### src/rtl/uart_pkg.sv
// uart_pkg: shared receiver constants and FSM state type.
// The S_PARITY state exists only when UART_PARITY_EN is defined.
package uart_pkg;
  localparam int OVS_RATE  = 16;
  localparam int DATA_BITS = 8;
  typedef enum logic [2:0] {
    S_IDLE,
    S_START,
    S_DATA,
`ifdef UART_PARITY_EN
    S_PARITY,
`endif
    S_STOP,
    S_WAIT_HIGH
  } rx_state_t;
endpackage

### src/rtl/uart_baud_tick.sv
// uart_baud_tick: one-cycle oversample tick every CLKS_PER_TICK clocks.
// The restart input realigns the tick phase to the start-bit edge.
module uart_baud_tick #(
  parameter int CLKS_PER_TICK = 4
) (
  input  logic clk,
  input  logic rst_n,
  input  logic restart,
  output logic tick
);
  localparam int W = CLKS_PER_TICK > 1 ? $clog2(CLKS_PER_TICK) : 1;
  logic [W-1:0] cnt;
  assign tick = cnt == W'(CLKS_PER_TICK - 1);
  always_ff @(posedge clk or negedge rst_n)
    if (!rst_n) cnt <= '0;
    else cnt <= restart || tick ? '0 : cnt + 1'b1;
endmodule

### src/rtl/uart_rx_oversample.sv
// uart_rx_oversample: 16x oversampling UART receiver with ready/valid byte output.
// Define UART_PARITY_EN for 8E1 framing with PARITY_ERR; otherwise 8N1.
module uart_rx_oversample
  import uart_pkg::*;
#(
  parameter int CLKS_PER_TICK = 4
) (
  input  logic       CLK,
  input  logic       RESET,
  input  logic       RX_SERIAL,
  input  logic       RX_READY,
  output logic [7:0] RX_DOUT,
  output logic       RX_VALID,
  output logic       FRAME_ERR,
  output logic       OVERRUN,
  output logic       PARITY_ERR
);
  rx_state_t state, state_n;
  logic [1:0] sync;
  logic rx, tick, restart, mid, commit, ferr;
  logic [3:0] ovs;
  logic [2:0] bits;
  logic [DATA_BITS-1:0] shift;
  assign rx = sync[1];
  uart_baud_tick #(.CLKS_PER_TICK(CLKS_PER_TICK)) u_tick (
    .clk(CLK),
    .rst_n(RESET),
    .restart(restart),
    .tick(tick)
  );
  // start bit is sampled half a bit in; every later sample is a full bit apart
  assign mid = tick && ovs == (state == S_START ? 4'(OVS_RATE/2 - 1) : 4'(OVS_RATE - 1));
  assign restart = state == S_IDLE && !rx;
  assign commit = state == S_STOP && mid && rx;
  assign ferr = state == S_STOP && mid && !rx;
  always_comb begin
    state_n = state;
    case (state)
      S_IDLE:      state_n = rx ? S_IDLE : S_START;
      S_START:     if (mid) state_n = rx ? S_IDLE : S_DATA;
`ifdef UART_PARITY_EN
      S_DATA:      if (mid && bits == 3'(DATA_BITS - 1)) state_n = S_PARITY;
      S_PARITY:    if (mid) state_n = S_STOP;
`else
      S_DATA:      if (mid && bits == 3'(DATA_BITS - 1)) state_n = S_STOP;
`endif
      S_STOP:      if (mid) state_n = rx ? S_IDLE : S_WAIT_HIGH;
      S_WAIT_HIGH: state_n = rx ? S_IDLE : S_WAIT_HIGH;
      default:     state_n = S_IDLE;
    endcase
  end
  always_ff @(posedge CLK or negedge RESET)
    if (!RESET) begin
      state     <= S_IDLE;
      sync      <= 2'b11;
      ovs       <= '0;
      bits      <= '0;
      shift     <= '0;
      RX_DOUT   <= '0;
      RX_VALID  <= 1'b0;
      FRAME_ERR <= 1'b0;
      OVERRUN   <= 1'b0;
    end else begin
      state     <= state_n;
      sync      <= {sync[0], RX_SERIAL};
      ovs       <= restart || mid ? '0 : ovs + 4'(tick);
      bits      <= restart ? '0 : bits + 3'(state == S_DATA && mid);
      if (state == S_DATA && mid) shift <= {rx, shift[DATA_BITS-1:1]};
      if (commit) RX_DOUT <= shift;
      RX_VALID  <= commit || (RX_VALID && !RX_READY);
      FRAME_ERR <= ferr;
      OVERRUN   <= commit && RX_VALID && !RX_READY;
    end
`ifdef UART_PARITY_EN
  logic par;
  always_ff @(posedge CLK or negedge RESET)
    if (!RESET) begin
      par        <= 1'b0;
      PARITY_ERR <= 1'b0;
    end else begin
      if (state == S_PARITY && mid) par <= rx;
      PARITY_ERR <= commit && (par != ^shift);
    end
`else
  assign PARITY_ERR = 1'b0;
`endif
endmodule

### config.mk
export PLATFORM = sky130hd
export DESIGN_NAME = uart_rx_oversample
export DESIGN_NICKNAME = d
export VERILOG_FILES = /design/src/rtl/uart_pkg.sv /design/src/rtl/uart_baud_tick.sv /design/src/rtl/uart_rx_oversample.sv
export SDC_FILE = /design/constraint.sdc
export NUM_CORES = 1
export LEC_CHECK = 0
export CAP_MARGIN = 10
export CORE_MARGIN = 2
export CORE_UTILIZATION = 40
export CTS_BUF_LIST = sky130_fd_sc_hd__clkbuf_2 sky130_fd_sc_hd__clkbuf_4 sky130_fd_sc_hd__clkbuf_8
export CTS_CLUSTER_DIAMETER = 40
export DETAILED_ROUTE_END_ITERATION = 8
export PLACE_DENSITY = 0.71
export SETUP_SLACK_MARGIN = 0.5
export SLEW_MARGIN = 20
export SYNTH_ARGS = -nofsm -noshare
export SYNTH_HDL_FRONTEND = slang
export SYNTH_HIERARCHICAL = 1
export SYNTH_SLANG_ARGS = --single-unit
### constraint.sdc
create_clock -name CLK -period 3.8 [get_ports CLK]
set_input_delay 0.76 -clock CLK [delete_from_list [all_inputs] [get_ports CLK]]
set_output_delay 0.76 -clock CLK [all_outputs]
set_load 0.01 [all_outputs]
==> flow_summary.toml, run 1 <==
[yosys]
synth_cell_types = 38
ys_seq_elements = 33
synth_nets = 120
postSynthAreaPerCell_um2 = 13.3
synth_edf_count = 0
ys_seq_area_share_pct = 56.0
yosys_warnings = 6
syn-instance-count = 111
syn_area_mm2 = 0.00148
synthFlopType = "dfrtp_1"
async_flop_share_pct = 100

[clocking]
cts.clk_slew.worst_paths_ns = 0.07
ctsResizeCount = 0
clockBufferDepth = 2
cts_tree = "yes"
clk_latency_ns = 0.29
cts_inserted_buffers = 5
htree_levels = 2
cts_setup_buffers = 0
cts_hold_buf = 0
clock_sink_count = 33
cts-root-buf = "clkbuf_8"

[min_path]
min-delay-start = "sync[0]"
whs_path_depth = 0
whs_endpoint = "sync[1]"
min_path_type = "flop to flop"

[sta]
period_minus_slack_ns = 1.94
hold_slack_ns = 0.360
setup_viol_count_final = 0
rsz0062_at_grt = "no"
fmax_mhz = 516
hold_violations = 0
report.final.slew_viol_count = 0
layout_worst_path_cycle_share_pct = 51.0
fin_tns_setup_ns = 0
skew_ns = 0.00310

[worst_setup_path]
rr_startpoint = "u_tick/cnt[0]"
cp_data_required_time_ns = 3.04
crit_chain = "clkdlybuf4s50_1"
crit_path_top_delay_cell = "clkdlybuf4s50_1"
reg2reg_depth = 7
end_kind = "output pin"
crit_arrival_ns = 1.18
path_buf_inv = 1
worst-r2r-setup-slack_ns = 1.86
max_stage_delay_ns = 0.54
critical_path_class = "flop to output pin"
cp_max_fo = 2
crit_family = "buffers and inverters"
reg2reg_to = "bits[1]"
startpoint_type = "flop"

[die]
ios = 16
start_util_pct = 41.0
die_h_um = 64.8
core_area_mm2 = 0.00361
row_count = 22
die_w_um = 64.8
fp.dieArea_mm2 = 0.00420

[routing]
via_per_inst = 5.26
dr.pass1.iters = 6
postRouteAntennaNets = 0
drtIter0Drc = 32
drc_errors = 0
vias = 925
routed_wirelength_um = 2340
post_drt_wl_per_cell_um = 13.3

[power_and_ir_drop]
p_clk_share_pct = 39.3
leakage_nw = 0.859
combPwrFrac_pct = 12.3
switchingPower_w = 0.000216
seqPwrFrac_pct = 48.4
powerDensity_mw_per_mm2 = 496
p_int_w = 0.000660
swShare_pct = 24.7
irDropWorstVdd_mv = 0.265

[global_routing]
grt_overflow_total = 0
grt_pass1_wl_um = 4150
first_global_vias = 917
grt_max_degree = 34
grt_antenna_before_repair = 0
grtUsageTotal_pct = 13.5

[final_layout]
syn_to_final_growth_pct = 19.3
nets = 136
fin_cells = 176
fillerInstances = 311
regArea_um2 = 828
multi_input_area_um2 = 597
drive_gt1_share_pct = 26.6
antenna_cells = 0
fin_area_mm2 = 0.00176

[placement]
dp_hpwl_um = 1610
dp.cells = 168
placed_area_mm2 = 0.00164
io_buffers = 14
gp_congestion = 0.715

[flow_run]
maxCapViolCount = 0

[outcome]
outcome = "finished, final reports clean"
cell type report:
class                           instances  share of cell area, %
Sequential cell                        33                   47.0
Timing Repair Buffer                   15                   8.37
Multi-Input combinational cell         69                   33.8
Inverter                                3                  0.638
Tap cell                               48                   3.40
Clock inverter                          1                   1.70
Clock buffer                            7                   5.11
placed cells by master, fill, tap and decap left out, types with 2 or more instances in the layout:
cell	synthesis	layout
dfstp_2	2	2
inv_1	3	3
ha_1	5	5
nand2_1	4	4
a21oi_1	4	4
and3_1	2	2
a211oi_1	2	2
a311oi_1	2	2
and2_1	3	3
nor3b_2	2	2
clkbuf_8	0	6
nor2_1	5	5
nand2b_1	3	3
xnor2_1	2	2
dfrtp_1	31	31
mux2_2	16	16
clkdlybuf4s50_1	0	14
per-stage QoR:
stage                     total power (W)  worst slack [ns]  util [%]
after global routing             0.000926              1.74      48.9
after global placement           0.000530              1.94      45.6
final                            0.000876              1.86      48.9
after CTS                        0.000888              1.85      48.9
after floorplan                  0.000511              2.09         -
after detailed placement         0.000540              1.86      45.6
synth_stat cells (2+ instances only):
| master | number | share of area [%] |
|---|---|---|
| nand2b_1 | 3 | 1.3 |
| nor2_1 | 5 | 1.3 |
| inv_1 | 3 | 0.76 |
| mux2_2 | 16 | 12 |
| a21oi_1 | 4 | 1.4 |
| nand2_1 | 4 | 1.0 |
| a311oi_1 | 2 | 1.2 |
| ha_1 | 5 | 4.2 |
| dfstp_2 | 2 | 3.6 |
| buf_4 | 3 | 1.5 |
| and3_1 | 2 | 0.85 |
| nor3b_2 | 2 | 1.7 |
| a211oi_1 | 2 | 1.0 |
| xnor2_1 | 2 | 1.2 |
| dfrtp_1 | 31 | 52 |
| and2_1 | 3 | 1.3 |
state kept, by name (all words and copies together) (netlist names):
| register | flops |
|---|---|
| FRAME_ERR | 1 |
| OVERRUN | 1 |
| RX_DOUT | 8 |
| RX_VALID | 1 |
| bits | 3 |
| ovs | 4 |
| shift | 8 |
| state | 3 |
| sync | 2 |
| u_tick/cnt | 2 |
power by group through the flow:
| stage | combinational [W] | clock, W | sequential [W] |
|---|---|---|---|
| floorplan | 0.000101 | 0 | 0.000410 |
| global placement | 0.000103 | 0 | 0.000427 |
| detailed placement | 0.000110 | 0 | 0.000430 |
| CTS | 0.000110 | 0.000354 | 0.000424 |
| global route | 0.000125 | 0.000371 | 0.000430 |
| finish | 0.000107 | 0.000344 | 0.000424 |
kinds of logic (layout without fill, tap and decap cells):
family	after synthesis	after routing	share of synthesized area [%]
and+or+nand+nor	30	30	15.3
buffers and inverters	9	26	3.64
AOI/OAI and AO/OA	14	14	6.60
muxes	16	16	12.2
DFF	33	33	56.0
xor gates and xnor gates	3	3	1.78
adders and majority gates	5	5	4.23
other	1	1	0.254
how the worst max path moves through the flow:
stage                   from    endpoint  slack [ns]  depth (start not counted)
2_1_floorplan  u_tick/cnt[0]     bits[1]        2.09                          7
3_3_place_gp   u_tick/cnt[0]     bits[1]        1.94                          7
3_5_place_dp   u_tick/cnt[0]     bits[1]        1.86                          7
4_1_cts        u_tick/cnt[0]     bits[1]        1.85                          7
5_1_grt        u_tick/cnt[0]     bits[1]        1.74                          7
6_report          RX_DOUT[6]  RX_DOUT[6]        1.86                          1
metal layers:
| layer | track usage (%) | part of all wire (%) |
|---|---|---|
| met1 | 15.9 | 42 |
| met3 | 4.69 | 4.4 |
| met4 | 7.18 | 2.8 |
| met2 | 21.8 | 50 |
| met5 | 0 | 0 |
No activity file was read; power rests on OpenSTA's default activity.
==> run 2: changes to the inputs <==
Clock period 3.8 ns to 1.99 ns, I/O delays scaled along.
==> flow_summary.toml, run 2 (synthesized netlist as in run 1, its figures left out) <==
[clocking]
clockBufferDepth = 2
cts_tree = "yes"
cts_hold_buf = 0
htree_levels = 2
cts_inserted_buffers = 5
clk_latency_ns = 0.29
cts.clk_slew.worst_paths_ns = 0.07
cts-root-buf = "clkbuf_8"
clock_sink_count = 33

[placement]
placed_area_mm2 = 0.00169
gp_congestion = 0.821
io_buffers = 14
dp_hpwl_um = 1640
post-place-ws_ns = 0.329

[power_and_ir_drop]
powerDensity_mw_per_mm2 = 914
leakage_nw = 0.924
irDropWorstVdd_mv = 0.334

[die]
core_area_mm2 = 0.00361
fp.dieArea_mm2 = 0.00420
ios = 16
row_count = 22
die_w_um = 64.8
start_util_pct = 41.0
die_h_um = 64.8

[global_routing]
grt_antenna_before_repair = 0
grtUsageTotal_pct = 14.4
grt_max_degree = 34
grt_pass1_wl_um = 4580
grt_overflow_total = 0
first_global_vias = 997

[min_path]
whs_path_depth = 0
min_path_type = "flop to flop"

[sta]
report.final.slew_viol_count = 0
setup_viol_count_final = 0
skew_ns = 0.00632
fmax_mhz = 649
timing.final.ws_setup_ns = 0.450
hold_violations = 0
rsz0062_at_grt = "yes"
fin_tns_setup_ns = 0
layout_worst_path_cycle_share_pct = 77.4
period_minus_slack_ns = 1.54

[flow_run]
maxCapViolCount = 0

[worst_setup_path]
startpoint_type = "flop"
end_kind = "flop"
crit_arrival_ns = 1.71
cp_data_required_time_ns = 2.16
critical_path_class = "flop to flop"
cp_max_fo = 4
reg2reg_depth = 7

[routing]
drc_errors = 0
met3WireLength_um = 97
dr.pass1.iters = 4
met2WireLength_um = 1230
via_per_inst = 5.13
top_layer = "met4"
post_drt_wl_per_cell_um = 13.7
vias = 949
postRouteAntennaNets = 0
routed_wirelength_um = 2530
wl_met1_um = 1140
drtIter0Drc = 52

[outcome]
outcome = "finished, final reports clean"

[final_layout]
reg_top3 = "RX_DOUT: 8 flops, shift: 8 flops, ovs: 4 flops"
nets = 145
final_core_util_pct = 52.4
syn_to_final_growth_pct = 27.7
final_cell_mix = "dfrtp_1, mux2_2, dlygate4sd2_1"
antenna_cells = 0
fin_area_mm2 = 0.00189
mostFrequentLayoutCell = "dfrtp_1"
drive_gt1_share_pct = 39.4
-- run 2: cell count changes in the layout (fill, tap and decap cells not counted), sizes merged --
cell	before	now
inv	3	2
buf	1	9
dlygate4sd2	0	11
nand3	2	3
clkinvlp	0	2
clkbuf	7	6
clkdlybuf4s50	14	3
-- run 2: cell type report --
type	count	area, µm²
well taps	48	60.1
repair buffers	23	198
multi-input cells	70	664
inverters	3	15.0
clock buffers	6	82.6
fillers	314	1720
flip-flops and latches	33	832
clock inverters	2	37.5
-- run 2: final timing paths --
kind / startpoint / to / slack [ns]
worst max-delay path: u_tick/cnt[0] / bits[1] / 0.45
worst min-delay path: sync[0] / sync[1] / 0.35
worst max register to register: u_tick/cnt[0] / bits[1] / 0.45
worst min register to register: sync[0] / sync[1] / 0.35
max in group asynchronous: RESET / sync[0] / 1.15
min in group asynchronous: RESET / RX_DOUT[0] / 0.50
-- run 2: stage by stage --
| step | total power (W) | hold slack, ns | cells |
|---|---|---|---|
| 2_1_floorplan | 0.000992 | 0.102 | 111 |
| 3_3_place_gp | 0.00104 | 0.346 | 169 |
| 3_5_place_dp | 0.00105 | 0.353 | 169 |
| 4_1_cts | 0.00172 | 0.360 | 185 |
| 5_1_grt | 0.00182 | 0.362 | 185 |
| 6_report | 0.00173 | 0.354 | 185 |
-- run 2: report_power, final --
| group | internal, W | switching (W) |
|---|---|---|
| Combinational | 0.000139 | 0.000112 |
| Clock | 0.000407 | 0.000243 |
| Sequential | 0.000737 | 0.0000876 |
| Total | 0.00128 | 0.000443 |
-- run 2: worst max-delay path, cell delays in order, from the launching register on --
cell and delay [ns]:
dfrtp_1 0.39, ha_4 0.16, and4_4 0.26, nand4_4 0.11, inv_2 0.08, ha_4 0.13, ha_4 0.18, and2_1 0.13
-- run 2: metal layers --
| layer | global-route usage [%] | vias to the layer above |
|---|---|---|
| li1 | - | 447 |
| met4 | 7.18 | 0 |
| met1 | 17.7 | 473 |
| met5 | 0 | - |
| met2 | 22.9 | 21 |
| met3 | 4.17 | 8 |
-- run 2: repair_timing --
item | in CTS | in global routing
pin swaps | 2 | 3
gates resized for setup | 16 | 4
cloned | 1 | 0
buffers inserted | 7 | 0
setup endpoints to repair | 34 | 25
==> run 3: changes to the inputs <==
Clock period 1.99 ns to 1.6 ns, I/O delays scaled along.
==> flow_summary.toml, run 3 (synthesized netlist as in run 1, its figures left out) <==
[sta]
hold_violations = 0
setup_viol_count_final = 0
skew_ns = 0.00567
report.final.slew_viol_count = 0
fmax_mhz = 669
fin_tns_setup_ns = 0
period_minus_slack_ns = 1.49
rsz0062_at_grt = "yes"
layout_worst_path_cycle_share_pct = 93.4

[worst_setup_path]
crit_arrival_ns = 1.67
startpoint_type = "flop"
cp_max_fo = 3
cp_data_required_time_ns = 1.78
end_kind = "flop"
critical_path_class = "flop to flop"
reg2reg_depth = 7

[placement]
dp_hpwl_um = 1720
io_buffers = 14
placed_area_mm2 = 0.00176
gp_congestion = 0.829

[clocking]
clock_sink_count = 33
clk_latency_ns = 0.29
cts-root-buf = "clkbuf_8"
cts.clk_slew.worst_paths_ns = 0.06
clockBufferDepth = 2
htree_levels = 2
cts_inserted_buffers = 5
cts_hold_buf = 0
cts_tree = "yes"

[final_layout]
final_core_util_pct = 56.1
fin_area_mm2 = 0.00202
antenna_cells = 0
multi_input_area_um2 = 729
reg_top3 = "RX_DOUT: 8 flops, shift: 8 flops, ovs: 4 flops"
nets = 155
mostFrequentLayoutCell = "dfrtp_1"
regArea_um2 = 832
syn_to_final_growth_pct = 36.7
drive_gt1_share_pct = 57.1
fillerInstances = 293
final_cell_mix = "dfrtp_1, mux2_2, buf_4"

[global_routing]
first_global_vias = 1045
grt_max_degree = 34
grt_antenna_before_repair = 0
grtUsageTotal_pct = 16.2
grt_pass1_wl_um = 4950
grt_overflow_total = 0

[flow_run]
maxCapViolCount = 0

[min_path]
min_path_type = "flop to flop"
whs_path_depth = 0

[routing]
top_layer = "met4"
postRouteAntennaNets = 0
vias = 1012
via_per_inst = 5.19
dr.pass1.iters = 4
routed_wirelength_um = 2900
met2WireLength_um = 1490
met3WireLength_um = 142
drtIter0Drc = 105
drc_errors = 0
wl_met1_um = 1180
post_drt_wl_per_cell_um = 14.9

[power_and_ir_drop]
powerDensity_mw_per_mm2 = 1150
leakage_nw = 0.977
irDropWorstVdd_mv = 0.428

[die]
fp.dieArea_mm2 = 0.00420
row_count = 22
core_area_mm2 = 0.00361
start_util_pct = 41.0
die_h_um = 64.8
die_w_um = 64.8
ios = 16

[outcome]
outcome = "finished, final reports clean"
run 3: changes by cell type in the layout (fill, tap and decap cells not counted), sizes merged:
| cell | previous run | this run |
|---|---|---|
| clkinvlp | 2 | 0 |
| dlygate4sd2 | 11 | 0 |
| inv | 2 | 3 |
| buf | 9 | 30 |
| clkbuf | 6 | 7 |
run 3: report_power, final:
part	switching, W	internal (W)	total (W)
Sequential	0.000109	0.000916	0.00103
Combinational	0.000203	0.000251	0.000454
Clock	0.000315	0.000525	0.000839
run 3: path summary, 6_finish.rpt:
kind / start / end / slack (ns)
setup / recovery: u_tick/cnt[0] / bits[1] / 0.11
hold / removal: sync[0] / sync[1] / 0.36
setup reg to reg: u_tick/cnt[0] / bits[1] / 0.11
hold reg to reg: sync[0] / sync[1] / 0.36
max in group asynchronous: RESET / sync[1] / 0.95
min in group asynchronous: RESET / shift[0] / 0.39
run 3: area by class of cell:
type	count	area share (%)
clock buffers	7	4.46
clock inverters	1	1.49
inverters	3	0.681
multi-input cells	70	36.1
flip-flops and latches	33	41.2
well taps	48	2.97
repair buffers	33	13.2
run 3: repair_timing:
| action | 4_1_cts | 5_1_grt |
|---|---|---|
| resized for setup | 62 | 4 |
| pin swaps | 10 | 5 |
| gates cloned | 1 | 0 |
| buffers inserted | 11 | 1 |
| setup endpoints to repair | 42 | 42 |
run 3: per-layer routing:
layer | vias up | global-route usage [%]
li1 | 466 | -
met1 | 512 | 18.7
met2 | 27 | 26.0
met3 | 7 | 5.03
met4 | 0 | 10.4
met5 | - | 0
run 3: metrics by stage:
| stage | power, W | worst slack (ns) | hold slack [ns] | cells |
|---|---|---|---|---|
| final | 0.00232 | 0.106 | 0.359 | 195 |
| after global routing | 0.00244 | 0.0359 | 0.368 | 195 |
| after floorplan | 0.00124 | 0.000680 | 0.0244 | 111 |
| after CTS | 0.00231 | 0.0965 | 0.361 | 194 |
| after detailed placement | 0.00133 | 0.0650 | 0.352 | 174 |
| after global placement | 0.00131 | 0.102 | 0.346 | 174 |
run 3: critical path: stages (launching register included):
cell	delay, ns
dfrtp_1	0.38
ha_4	0.15
and4_4	0.26
nand4_4	0.09
inv_2	0.08
ha_4	0.12
ha_4	0.18
and2_1	0.13
==> patch 1 (settings of run 3) <==
Re-encode `rx_state_t` (5 states) as one-hot, 5 bits wide.
--- a/src/rtl/uart_pkg.sv
+++ b/src/rtl/uart_pkg.sv
@@ -5,6 +5,6 @@
   localparam int DATA_BITS = 8;
-  typedef enum logic [2:0] {
-    S_IDLE,
-    S_START,
-    S_DATA,
+  typedef enum logic [4:0] {
+    S_IDLE      = 5'b00001,
+    S_START     = 5'b00010,
+    S_DATA      = 5'b00100,
 `ifdef UART_PARITY_EN
@@ -12,4 +12,4 @@
 `endif
-    S_STOP,
-    S_WAIT_HIGH
+    S_STOP      = 5'b01000,
+    S_WAIT_HIGH = 5'b10000
   } rx_state_t;
Function: same outputs for any inputs over 10 cycles, from zero or initial values and one cycle with RESET low; not proved beyond that.
==> patch 1 against run 3 <==
The flow now finishes with violations (negative setup slack). Synthesized cell count increased by 9.9%. Count of clock-buffer cells in the layout is 1 lower. Setup slack lost 370 ps. Critical path type unchanged. Sequential share of layout area is 4.8 points lower. Total power increased by 17%. Final area grew 20%. Routed wire length rose by 32%. Largest cell class unchanged. Combinational power up 53%. Sequential cell count rose by 2. Synthesized area increased by 13%. First-iteration DRC count up 16%. Clock skew is essentially flat. Die area grew 12%.
==> patch 1: results (changes against run 3) <==
result of the run=finished with violations; failing checks=negative setup slack; inverters=2 (-1); clock-cell share of area=0.0563 (-0.00310); post-cts resize count=63 (+1.6%); top cells by count, synth=dfrtp_1, mux2_2, mux2_4; Iter 0 DRT Violations=122 (+16%); vias per cell=5.04 (-3.0%); Worst-Skew Late Latency=300 ps; Worst Path Max Fanout=2 (-1); Pleak=1.15 nW (+17%); sequential cell area share=0.363 (-0.0484); Layout fillers=305 (+4.1%); layout cell share with drive strength beyond 1=0.586 (+0.0148); sequential power share=0.382 (-0.060); vias in the first global route=1177 (+13%); met1 GRT Util=0.219 (+0.0320); Plain + repair buffers=50 (+52%); routing usage on met2=0.276 (+0.0161); maxcap violations=0 (unchanged); Final nets=182 (+17%); post-synth cell types=42 (+11%); flip-flop and latch count after synthesis=35 (+6.1%); Placed Instances=201 (+16%); PnR worst setup slack=-266 ps (-371 ps); clk_skew=5.61 ps (-0.0599 ps); via count=1128 (+11%); Comb power frac=0.257 (+0.061); P_sw=738 µW (+18%); Critical Path AT=2060 ps (+390 ps); worst vdd ir=0.520 mV (+22%); first-pass GRT wire length=5680 µm (+15%); HPWL after DPL=2220 µm (+29%); total track usage=0.174 (+0.0116); buffering overhead=0.191 (+0.0588); Post-Synthesis Cells=122 (+9.9%); Final setup violation count=18 (+18); Multi-input gate area=872 µm² (+20%); setup bufs post-CTS=6 (-5); # clk buffers=6 (-1); met3 Use GR=0.0422 (-0.00814); Largest regs=RX_DOUT (8), shift (8), state (5); ranking of synthesized cells by area=dfrtp_1, mux2_4, mux2_2; largest net degree at the start of global routing=36 (+5.9%)
-- patch 1: cell count changes in the layout (fill, tap and decap cells not counted), sizes merged, moves of 3 or more --
cell   delta
a21oi     -3
and2      -3
buf      +16
nand2     +3
nor3      +4
nor4      +5
-- patch 1: per-layer routing --
metal	wire length (µm)	share of wire
met1	1690	0.44
met2	1940	0.51
met3	114	0.030
met4	76	0.020
met5	0	0
-- patch 1: kinds of logic after synthesis --
logic type	share of synthesized area
AOI/OAI and AO/OA	0.0465
xor gates and xnor gates	0.0263
adders and majority gates	0.0375
buffers and inverters	0.0345
DFF	0.528
muxes	0.146
other	0.00225
and+or+nand+nor	0.179
-- patch 1: path summary, 6_finish.rpt --
check / slack (ps) / startpoint / depth (start not counted) / endpoint
min in group asynchronous: 380 / RESET / 2 / ovs[0]
min: 360 / sync[0] / 0 / sync[1]
max: -270 / state[4] / 7 / bits[1]
max reg2reg: -270 / state[4] / 7 / bits[1]
min reg2reg: 360 / sync[0] / 0 / sync[1]
max in group asynchronous: 970 / RESET / 2 / state[0]
-- patch 1: through the flow --
| stage | instance area (µm²) | worst slack (ps) | setup TNS, ps |
|---|---|---|---|
| 6_report | 2420 | -266 | -3380 |
| 4_1_cts | 2310 | -254 | -3000 |
| 5_1_grt | 2420 | -347 | -5170 |
| 3_3_place_gp | 2080 | -229 | -2470 |
| 3_5_place_dp | 2080 | -278 | -3250 |
| 2_1_floorplan | 1740 | -502 | -4620 |
-- patch 1: critical path, delay by kind of cell, from the launching register on --
family / cells / cell delay [ps]
adder cells (fa/ha/maj): 2 / 300
buffers and inverters: 1 / 60
flip-flops: 1 / 410
multiplexers: 1 / 390
AND/OR/NAND/NOR: 3 / 600
==> patch 2 (flow settings as in run 3) <==
Made on the original files. The option `UART_PARITY_EN` is turned on by a define.
--- a/src/rtl/uart_pkg.sv
+++ b/src/rtl/uart_pkg.sv
@@ -2,2 +2,4 @@
 // The S_PARITY state exists only when UART_PARITY_EN is defined.
+`define UART_PARITY_EN
+
 package uart_pkg;
Behaviour: no difference found for any inputs over 10 cycles, from zero or initial values and one cycle with RESET low; that may be too few to reach the edited logic, so the function may still have changed.
==> patch 2 against run 3 <==
Routed wire length rose by 4.7%. Setup slack worse by 100 ps. Final area up 16%. Via count up 6.7%. Global-route usage shrank 1.4 points. Utilization up 3.1 points. Fmax shrank 6.3%. Synthesized area is 10% higher. Total power fell by 6.0%. Count of clock-buffer cells in the layout is 1 lower. Sequential cell count increased by 2. Critical path type unchanged.
==> patch 2: results (changes against run 3) <==
Critical Path AT=1770 ps (+100 ps); Iter 0 DRT Violations=33 (-69%); largest net degree at the start of global routing=36 (+5.9%); clk buf depth=2 (unchanged); Pleak=1.16 nW (+19%); Final nets=178 (+15%); routing usage on met2=0.267 (+0.00685); Area after DPL=1960 µm² (+11%); gpl congestion=0.847 (+2.1%); ranking of synthesized cells by area=dfrtp_1, mux2_2, mux2_4; final cell count without fillers=220 (+13%); Post-Syn Nets=129 (+7.5%); WL per Instance=13.8 µm (-7.2%); total track usage=0.149 (-0.0136); post-synth cell types=37 (-2.6%); first-pass GRT wire length=5040 µm (+1.9%); worst vdd ir=0.613 mV (+43%); Post-Synthesis Cells=120 (+8.1%); Seq/Total Area, Yosys=0.538 (-0.0225); met1 GRT Util=0.155 (-0.0324); r2r setup slk=5 ps (-100 ps); result of the run=complete, no violations; layout cell share with drive strength beyond 1=0.594 (+0.0227); worst hold slack=358 ps (-1.55 ps); met3 Use GR=0.0576 (+0.00722); clk_skew=7.90 ps (+2.23 ps); H-Tree Depth=2 (unchanged); vias in the first global route=1193 (+14%); worst slack, placed=-14.7 ps (-79.7 ps); Placed Instances=190 (+9.2%); HPWL after DPL=1870 µm (+9.2%); 1st-pass router iterations=3 (-1); PnR worst setup slack=5.11 ps (-101 ps); vias per cell=4.91 (-5.4%); PortBufs=15 (+1); FFs w/ async S/R, synth=1.00 (unchanged); top cells by count, synth=dfrtp_1, mux2_2, xnor2_1
[patch 2: cell types whose count changed after synthesis, moves of 3 or more]
cell	change
mux2_2	-6
nor2_1	+3
buf_4	-3
mux2_4	+7
xnor2_1	+7
nor2b_1	+3
[patch 2: logic make-up (layout without fill, tap and decap cells)]
kind of cell | Yosys count | after routing | share of synthesized area
muxes | 18 | 18 | 0.139
DFF | 35 | 35 | 0.538
xor gates and xnor gates | 12 | 12 | 0.0727
AOI/OAI and AO/OA | 11 | 11 | 0.0482
adders and majority gates | 5 | 5 | 0.0383
buffers and inverters | 8 | 58 | 0.0306
and+or+nand+nor | 31 | 31 | 0.133
[patch 2: per-layer routing]
metal / wire (µm) / part of all wire
met1: 1260 / 0.42
met2: 1590 / 0.52
met3: 142 / 0.047
met4: 40 / 0.013
met5: 0 / 0
[patch 2: stage by stage]
step	util	setup TNS (ps)
after floorplan	-	-869
after global placement	0.494	0
after detailed placement	0.494	-23.2
after CTS	0.555	-6.81
after global routing	0.591	-602
final	0.591	0
[patch 2: final timing paths]
kind,endpoint,cells past startpoint
min in group asynchronous,state[2],2
max in group asynchronous,sync[0],2
min,sync[1],0
max,bits[1],8
min reg2reg,sync[1],0
max reg2reg,bits[1],8
[patch 2: layout make-up]
class,count,area [µm²]
fill,317,1620
sequential,35,880
multi-input combinational,77,873
timing repair buffer,48,408
clock buffer,6,82.6
tap,50,62.6
clock inverter,2,35.0
inverter,2,7.51
[patch 2: report_power, final]
group	internal [mW]	leakage [nW]	switching, mW
clock	0.504	0.0612	0.306
combinational	0.209	0.633	0.114
sequential	0.959	0.467	0.0887
[patch 2: what timing repair did]
| item | CTS | global route |
|---|---|---|
| buffers inserted | 17 | 5 |
| gates resized for setup | 61 | 22 |
| pin swaps | 7 | 8 |
| setup endpoints to repair | 45 | 45 |
[patch 2: worst max-delay path, cell delays in order, from the launching register on]
cell and delay (ps):
dfrtp_1 380, ha_4 140, and4_4 200, and2_4 180
nand3_4 80, inv_2 80, ha_4 130, ha_4 180
nor2b_4 110
